===== config.mk =====
export PLATFORM = sky130hd
export DESIGN_NAME = rob_port_arbiter
export DESIGN_NICKNAME = d
export VERILOG_FILES = /design/src/rtl/rob_arb_pkg.sv /design/src/rtl/rr_arbiter.sv /design/src/rtl/rob_port_arbiter.sv
export SDC_FILE = /design/constraint.sdc
export NUM_CORES = 1
export LEC_CHECK = 0
export CORE_MARGIN = 1.5
export CORE_UTILIZATION = 60
export CTS_BUF_LIST = sky130_fd_sc_hd__clkbuf_8
export CTS_CLUSTER_DIAMETER = 50
export DETAILED_ROUTE_END_ITERATION = 16
export MAX_ROUTING_LAYER = met4
export PLACE_DENSITY = 0.85
export SLEW_MARGIN = 20
export SYNTH_ARGS = -nofsm -noshare
export SYNTH_HDL_FRONTEND = slang
export SYNTH_HIERARCHICAL = 1
export SYNTH_SLANG_ARGS = --single-unit

===== constraint.sdc =====
create_clock -name clk -period 9.2 [get_ports clk]
set_input_delay 1.84 -clock clk [delete_from_list [all_inputs] [get_ports clk]]
set_output_delay 1.84 -clock clk [all_outputs]
set_load 0.01 [all_outputs]

===== src/rtl/rob_arb_pkg.sv =====
// Purpose: shared types and constants for the reorder-buffer port arbiter.
// Latency: n/a (declarations only).
// Backpressure: n/a (declarations only).
package rob_arb_pkg;

  // Default global/local ID width. The ownership entry's local-ID field is
  // sized from it, so keep it in step with the arbiter's ID_WIDTH.
  localparam int ID_WIDTH_DEF = 4;

  // Owner field wide enough for the largest supported port count (8).
  localparam int OWNER_W = 3;

  // One ownership-table entry: which requester owns a global ID and the
  // local ID it used on AR, so R beats can be returned under that ID.
  typedef struct packed {
    logic                    valid;
    logic [OWNER_W-1:0]      owner;
    logic [ID_WIDTH_DEF-1:0] local_id;
  } rob_entry_t;

endpackage


===== src/rtl/rr_arbiter.sv =====
// Purpose: round-robin arbiter; searches req starting at a rotating pointer.
// Latency: grant is combinational from req; pointer moves on the next edge.
// Backpressure: pointer advances only when advance=1 (grant accepted).
//
// Ports: req (N requests), advance (grant consumed this cycle),
//        grant (one-hot), grant_idx (binary index), grant_vld (any grant).
module rr_arbiter #(
  parameter int N = 4,
  localparam int PW = $clog2(N)
) (
  input  logic          clk,
  input  logic          rst_n,
  input  logic [N-1:0]  req,
  input  logic          advance,
  output logic [N-1:0]  grant,
  output logic [PW-1:0] grant_idx,
  output logic          grant_vld
);

  logic [PW-1:0] ptr;
  logic [PW:0]   cand;

  always_comb begin
    grant     = '0;
    grant_idx = '0;
    grant_vld = 1'b0;
    cand      = '0;
    for (int i = 0; i < N; i++) begin
      // Candidate index (ptr + i) mod N without a divider.
      cand = {1'b0, ptr} + (PW+1)'(i);
      if (cand >= (PW+1)'(N)) cand = cand - (PW+1)'(N);
      if (!grant_vld && req[cand[PW-1:0]]) begin
        grant_vld              = 1'b1;
        grant[cand[PW-1:0]]    = 1'b1;
        grant_idx              = cand[PW-1:0];
      end
    end
  end

  always_ff @(posedge clk or negedge rst_n) begin
    if (!rst_n) begin
      ptr <= '0;
    end else if (advance) begin
      ptr <= (grant_idx == PW'(N-1)) ? '0 : grant_idx + 1'b1;
    end
  end

endmodule


===== src/rtl/rob_port_arbiter.sv =====
// Purpose: shares one reorder_buffer among N_PORTS read requesters via ID remap.
// Latency: AR 1 cycle (registered); R 0 cycles (combinational routing).
// Backpressure: AR stalls on m_arready_i or full table; R ready follows owner.
//
// Ports: s_ar* / s_r*  requester-side AR and R channels, packed per port;
//        m_ar* / m_r*  reorder_buffer slave-side AR and R channels;
//        outstanding_o allocated entry count; err_unknown_id_o pulse when an
//        R beat arrives for an unallocated global ID (beat is dropped).
module rob_port_arbiter
  import rob_arb_pkg::*;
#(
  parameter int N_PORTS    = 4,
  parameter int DATA_WIDTH = 8,
  parameter int ID_WIDTH   = ID_WIDTH_DEF
) (
  input  logic                          clk,
  input  logic                          rst_n,
  input  logic [N_PORTS*ID_WIDTH-1:0]   s_arid_i,
  input  logic [N_PORTS-1:0]            s_arvalid_i,
  output logic [N_PORTS-1:0]            s_arready_o,
  output logic [N_PORTS*DATA_WIDTH-1:0] s_rdata_o,
  output logic [N_PORTS*ID_WIDTH-1:0]   s_rid_o,
  output logic [N_PORTS-1:0]            s_rvalid_o,
  input  logic [N_PORTS-1:0]            s_rready_i,
  output logic [ID_WIDTH-1:0]           m_arid_o,
  output logic                          m_arvalid_o,
  input  logic                          m_arready_i,
  input  logic [DATA_WIDTH-1:0]         m_rdata_i,
  input  logic [ID_WIDTH-1:0]           m_rid_i,
  input  logic                          m_rvalid_i,
  output logic                          m_rready_o,
  output logic [ID_WIDTH:0]             outstanding_o,
  output logic                          err_unknown_id_o
);

  localparam int DEPTH = 2**ID_WIDTH;
  localparam int PW    = $clog2(N_PORTS);

  rob_entry_t tbl [DEPTH];

  logic                load_en;
  logic                free_avail;
  logic [ID_WIDTH-1:0] free_id;
  logic [N_PORTS-1:0]  grant;
  logic [PW-1:0]       grant_idx;
  logic                grant_vld;
  logic                ar_hs;
  logic [ID_WIDTH-1:0] gnt_lid;

  rob_entry_t          ent;
  logic [N_PORTS-1:0]  owner_oh;
  logic                owner_rdy;
  logic                hit;
  logic                r_free;

  // ---------------- AR path ----------------
  assign load_en = !m_arvalid_o || m_arready_i;

  // Lowest free entry, from the registered table: an entry freed this cycle
  // only becomes allocatable from the next cycle on.
  always_comb begin
    free_avail = 1'b0;
    free_id    = '0;
    for (int i = DEPTH-1; i >= 0; i--) begin
      if (!tbl[i].valid) begin
        free_avail = 1'b1;
        free_id    = ID_WIDTH'(i);
      end
    end
  end

  rr_arbiter #(.N(N_PORTS)) u_rr (
    .clk       (clk),
    .rst_n     (rst_n),
    .req       (s_arvalid_i),
    .advance   (ar_hs),
    .grant     (grant),
    .grant_idx (grant_idx),
    .grant_vld (grant_vld)
  );

  assign s_arready_o = grant & {N_PORTS{load_en && free_avail}};
  assign ar_hs       = grant_vld && load_en && free_avail;
  assign gnt_lid     = s_arid_i[grant_idx*ID_WIDTH +: ID_WIDTH];

  always_ff @(posedge clk or negedge rst_n) begin
    if (!rst_n) begin
      m_arvalid_o <= 1'b0;
      m_arid_o    <= '0;
    end else if (load_en) begin
      m_arvalid_o <= ar_hs;
      if (ar_hs) m_arid_o <= free_id;
    end
  end

  // ---------------- R path ----------------
  assign ent = tbl[m_rid_i];

  always_comb begin
    owner_oh = '0;
    for (int p = 0; p < N_PORTS; p++) begin
      owner_oh[p] = (ent.owner == OWNER_W'(p));
    end
  end

  assign owner_rdy  = |(owner_oh & s_rready_i);
  assign hit        = m_rvalid_i && ent.valid;
  assign s_rvalid_o = hit ? owner_oh : '0;
  // Beats for unallocated IDs are accepted and dropped so the buffer never
  // wedges on them.
  assign m_rready_o = m_rvalid_i && (!ent.valid || owner_rdy);
  assign r_free     = hit && owner_rdy;
  assign s_rid_o    = {N_PORTS{ID_WIDTH'(ent.local_id)}};
  assign s_rdata_o  = {N_PORTS{m_rdata_i}};

  // ---------------- ownership table / counters ----------------
  // Alloc always targets an invalid entry and free a valid one, so the two
  // writes never collide on the same index.
  always_ff @(posedge clk or negedge rst_n) begin
    if (!rst_n) begin
      for (int i = 0; i < DEPTH; i++) tbl[i] <= '0;
    end else begin
      for (int i = 0; i < DEPTH; i++) begin
        if (ar_hs && free_id == ID_WIDTH'(i)) begin
          tbl[i] <= '{valid: 1'b1, owner: OWNER_W'(grant_idx),
                      local_id: ID_WIDTH_DEF'(gnt_lid)};
        end else if (r_free && m_rid_i == ID_WIDTH'(i)) begin
          tbl[i].valid <= 1'b0;
        end
      end
    end
  end

  always_ff @(posedge clk or negedge rst_n) begin
    if (!rst_n) begin
      outstanding_o    <= '0;
      err_unknown_id_o <= 1'b0;
    end else begin
      outstanding_o    <= outstanding_o + {{ID_WIDTH{1'b0}}, ar_hs}
                                        - {{ID_WIDTH{1'b0}}, r_free};
      err_unknown_id_o <= m_rvalid_i && !ent.valid;
    end
  end

endmodule


# Word-level counts from Yosys, hierarchy flattened

Index checks and enable logic that the tools add are counted.
Widths: inputs -> output; s select.

Output and inout bits: 68
Register bits after elaboration: 125

Equal/unequal tests: 34
Shift-type cells: 1
Multiplexer cells: 101
Order comparisons: 13
Bitwise gates (word level): 6
$add $sub $neg: 10
Reduce and logical (&&, ||, !) cells: 74

Operators by type and width:

| kind                | number |
|---|---|
| $mux 4              | 21 |
| $eq 4x4->1 const B  | 16 |
| $mux 1              | 60 |
| $logic_and 1x1->1   | 46 |
| $bmux 8 s4          | 1 |
| $eq 4x3->1 const B  | 8 |
| $reduce_bool 2->1   | 16 |
| $mux 2              | 9 |
| $eq 4x2->1 const B  | 4 |
| $mux 8              | 2 |
| $shiftx 16x5->4     | 1 |
| $lt 2x3->1 const B  | 4 |
| $or 4x4->4          | 3 |
| $ge 3x3->1 const B  | 3 |
| $and 4x4->4         | 2 |
| $bmux 1 s2          | 4 |
| $demux 1 s2         | 4 |
| $eq 4x1->1 const B  | 2 |
| $ge 2x1->1 const B  | 4 |
| $logic_not 4->1     | 2 |
| $sub 2x1->2 const B | 4 |
| $add 2x2->3 const B | 2 |
| $eq 3x2->1 const B  | 2 |
| $add 5x1->5         | 1 |
| other kinds (13)    | 18 |

# Logic depth before layout (Yosys ltp)

Depth after elaboration: 19
Gate-level depth with buffers: 17
Mapped depth without buffers: 15

# By module

Netlist, hierarchy kept.

By module, submodules not included:

| module           | cells an instance | area each (um^2) | times used |
|---|---|---|---|
| rob_port_arbiter | 515               | 6676.4           | 1 |
| rr_arbiter       | 58                | 528.0            | 1 |

# Worst setup path after synthesis

Ideal clock, no wire load.

Path type: input -> output
Start point: input port m_rid_i[0]
End point: output port s_rid_o[10]
Buffers on the path: 4
Stages on the path: 6
Data required time: 7360 ps
Setup slack: 3711 ps
Arrival: 3649 ps
Path through: buf_6 -> buf_6 -> buf_2 -> mux4_2 -> mux4_2 -> buf_4

Cells in the longest elaborated chain, start to end: 4

Ends and longest elaborated chain:

| what                                      | line                   | RTL |
|---|---|---|
| start, declared                           | rob_port_arbiter.sv:29 | `input logic [ID_WIDTH-1:0] m_rid_i,` |
| $not 4->5 (implied by the code)           | rob_port_arbiter.sv:97 | `assign ent = tbl[m_rid_i];` |
| $bmux 8 s4                                | rob_port_arbiter.sv:97 |  |
| $mux 8 (implied by the code) (2 in a row) | rob_port_arbiter.sv:97 |  |
| end, declared                             | rob_port_arbiter.sv:22 | `output logic [N_PORTS*ID_WIDTH-1:0] s_rid_o,` |

No other way between the ends. The select of a mux whose other input is x is not followed.

# Worst setup path in the final report

Start point: input port m_rid_i[1]
End point: output port m_rready_o

Cells in the longest elaborated chain, start to end: 9

Ends and longest elaborated chain:

| what                                          | line                    | RTL |
|---|---|---|
| $not 4->5 (implied by the code) (*)           | rob_port_arbiter.sv:97  |  |
| $bmux 8 s4 (*)                                | rob_port_arbiter.sv:97  |  |
| $mux 8 (implied by the code) (*) (2 in a row) | rob_port_arbiter.sv:97  |  |
| $eq 3x1->1, or another cell as far along      | rob_port_arbiter.sv:102 | `owner_oh[p] = (ent.owner == OWNER_W'(p));` |
| $and 4x4->4                                   | rob_port_arbiter.sv:106 | `assign owner_rdy = \|(owner_oh & s_rready_i);` |
| $reduce_or 4->1                               | rob_port_arbiter.sv:106 |  |
| $logic_or 1x1->1 (*)                          | rob_port_arbiter.sv:111 | `assign m_rready_o = m_rvalid_i && (!ent.valid \|\| owner_rdy);` |
| $logic_and 1x1->1 (*)                         | rob_port_arbiter.sv:111 |  |
| end, declared                                 | rob_port_arbiter.sv:31  | `output logic m_rready_o,` |

Mark *: on every way between the ends. The rest lies on a longest branch, timed or not. The select of a mux whose other input is x is not followed.

==> impl_metrics.json <==
{
  "wl_um": 16100,
  "pre_cts_slack_ns": 2.26,
  "diodes": 0,
  "ys_warn_count": 6,
  "ys_seq_elements": 125,
  "die_w_um": 113,
  "dieArea_um2": 12700,
  "relSlewSlack_pct": 36.3,
  "nNetsFinal": 642,
  "row_count": 39,
  "outcome": "complete, but fails checks",
  "fin_util_pct": 69.4,
  "vdd_drop_max_mv": 0.200,
  "cp_data_arrival_time_ns": 5.12,
  "antenna_found_initial": 0,
  "hold_viol_final": 0,
  "netlist_top_cells_area": "dfrtp_1 43%, mux2_2 17%, mux4_2 10%",
  "slew_viol_final": 0,
  "holdBufCountCts": 0,
  "worstPathMaxFanout": 20,
  "clk_path_buf_depth": 2,
  "initial_core_util_pct": 62.3,
  "drive_gt1_share_pct": 32.9,
  "setup_slack_ns": 2.24,
  "hp-class": "register to register",
  "placedCellCount": 714,
  "crit_type": "input pin to output pin",
  "power.density_nw_per_um2": 372,
  "final_cell_mix": "125 x dfrtp_1, 106 x mux2_2, 63 x clkdlybuf4s50_1, 33 x mux4_2, 29 x nand2_1",
  "synth.avg_cell_area_um2": 12.6,
  "maxCapViolations": 0,
  "rsz0062_at_grt": "false",
  "cts_resized": 0,
  "n_fill_cell": 817,
  "setup_tns_ns": 0,
  "synth_cell_types": 66,
  "final_common_cell": "dfrtp_1",
  "via_count": 4787,
  "syn_nets": 624,
  "synth_largest_area_cell": "dfrtp_1",
  "cp.required_ns": 7.36,
  "place_congestion": 0.923,
  "grt_pass1_vias": 5032,
  "end_kind": "output pin",
  "globalRouteOverflowTotal": 0,
  "post-cts-setup-buffer-count": 0,
  "stdcell_count": 747,
  "drt_iter0_drc": 381,
  "area.growth.synth_to_final_pct": 11.4,
  "power_mw": 2.98,
  "firstDrtPassIters": 12,
  "worstMarginPinSlew_ns": 0.956,
  "wire_per_inst_um": 21.6,
  "io_pins": 108,
  "core-area_um2": 11600,
  "synth-async-reset-ratio_pct": 100,
  "postRouteAntennaNets": 0,
  "failed_checks": "DRC",
  "fin_worst_skew_ns": 0.00697,
  "r2r_setup_slack_ns": 4.97,
  "cts_tree": "built",
  "fmax_ghz": 0.144,
  "setup_viol": 0,
  "clkTransAtPathRegs_ns": 0.07,
  "track_usage_pct": 27.9,
  "synth_edf_count": 0,
  "h-tree-depth": 4,
  "clock_latency_ns": 0.45,
  "grt_start_max_net_pins": 86,
  "die_h_um": 113,
  "finalCritPeriodShare_pct": 75.6,
  "synth_ff_type": "dfrtp_1",
  "p_leak_nw": 3.44,
  "cts_buffers": 17,
  "start_kind": "input pin",
  "netlist_area_um2": 7200,
  "seq_area_frac_synth_pct": 43.4,
  "drc": 13,
  "viasPerCell": 6.41,
  "dpl.hpwl_um": 10800,
  "finalCriticalPeriod_ns": 6.96,
  "yosys.area.top_type_share_pct": 43.4,
  "cts_root_buf": "clkbuf_8",
  "portBuffers": 67,
  "syn_inst": 573,
  "grt_first_pass_wirelength_um": 26000,
  "clock_sinks": 125
}
-- per-stage QoR --
step / hold slack (ns) / cell area, um^2
after floorplan: 0.474 / 7200
after global placement: 0.472 / 7580
after detailed placement: 0.478 / 7580
after CTS: 0.495 / 8020
after global routing: 0.515 / 8020
final: 0.488 / 8020
-- cell families (layout without fill, tap and decap cells) --
family | Yosys count | count (layout) | synth area share [%]
muxes | 150 | 150 | 28.6
adders and majority gates | 11 | 11 | 2.01
DFF | 125 | 125 | 43.4
and+or+nand+nor | 117 | 117 | 9.47
AOI/OAI and AO/OA | 76 | 76 | 8.27
xor gates and xnor gates | 4 | 4 | 0.486
buffers and inverters | 90 | 121 | 7.71
-- power by group --
| group | switching, mW | internal, mW | leakage, nW |
|---|---|---|---|
| clock network | 0.224 | 0.302 | 0.209 |
| logic | 0.720 | 0.745 | 1.72 |
| registers | 0.183 | 0.808 | 1.52 |
| total | 1.13 | 1.85 | 3.44 |
-- final cells by class --
class | count | area [um^2] | area share [%]
Clock buffer | 18 | 248 | 3.09
Clock inverter | 14 | 193 | 2.40
Inverter | 18 | 67.6 | 0.842
Multi-Input combinational cell | 358 | 3520 | 43.9
Sequential cell | 125 | 3130 | 39.0
Tap cell | 143 | 179 | 2.23
Timing Repair Buffer | 71 | 687 | 8.56
-- registers in the layout, indices dropped and copies added (netlist names), named ones only --
name,count
err_unknown_id_o,1
m_arid_o,4
m_arvalid_o,1
outstanding_o,5
tbl,112
u_rr/ptr,1
-- worst max-delay path: stages --
cell and delay, ns:
clkdlybuf4s50_1 0.90, buf_4 0.42, mux2_2 0.22, a2bb2oi_1 0.36
and4b_1 0.31, nor4_4 0.07, mux2_2 0.28, a21oi_1 0.15
clkdlybuf4s50_1 0.56
-- synthesized netlist by cell type, types with 6 or more instances --
| cell type | n |
|---|---|
| ha_1 | 10 |
| mux4_2 | 33 |
| nand3_1 | 9 |
| buf_4 | 46 |
| a22oi_1 | 8 |
| mux2_2 | 106 |
| nor2_1 | 24 |
| nand2b_1 | 7 |
| clkbuf_1 | 13 |
| o21ai_0 | 9 |
| a21oi_1 | 13 |
| dfrtp_1 | 125 |
| inv_1 | 18 |
| buf_2 | 6 |
| nand2_1 | 29 |
| nor2b_1 | 14 |
| mux2i_1 | 10 |
| a2bb2oi_1 | 7 |
-- metal layers --
layer  track usage (%)  share of wire (%)  up-vias
met2              44.4                 51      216
met4              12.7                2.9        0
met3              6.05                7.1       51
met1              34.5                 39     2418
met5                 -                  0        -
li1                  -                  -     2102
-- final timing paths --
check                                         from                    endpoint  cells after the start
max                                     m_rid_i[1]                  m_rready_o                      9
min                        m_arid_o[2]$_DFFE_PN0P_     m_arid_o[2]$_DFFE_PN0P_                      1
max reg2reg                               register  outstanding_o[4]$_DFF_PN0_                     15
min reg2reg                m_arid_o[2]$_DFFE_PN0P_     m_arid_o[2]$_DFFE_PN0P_                      1
max in group asynchronous                    rst_n         tbl[13]$_DFFE_PN0P_                      2
min in group asynchronous                    rst_n         tbl[15]$_DFFE_PN0P_                      1
Note: power is estimated with default switching activity, not from simulation.
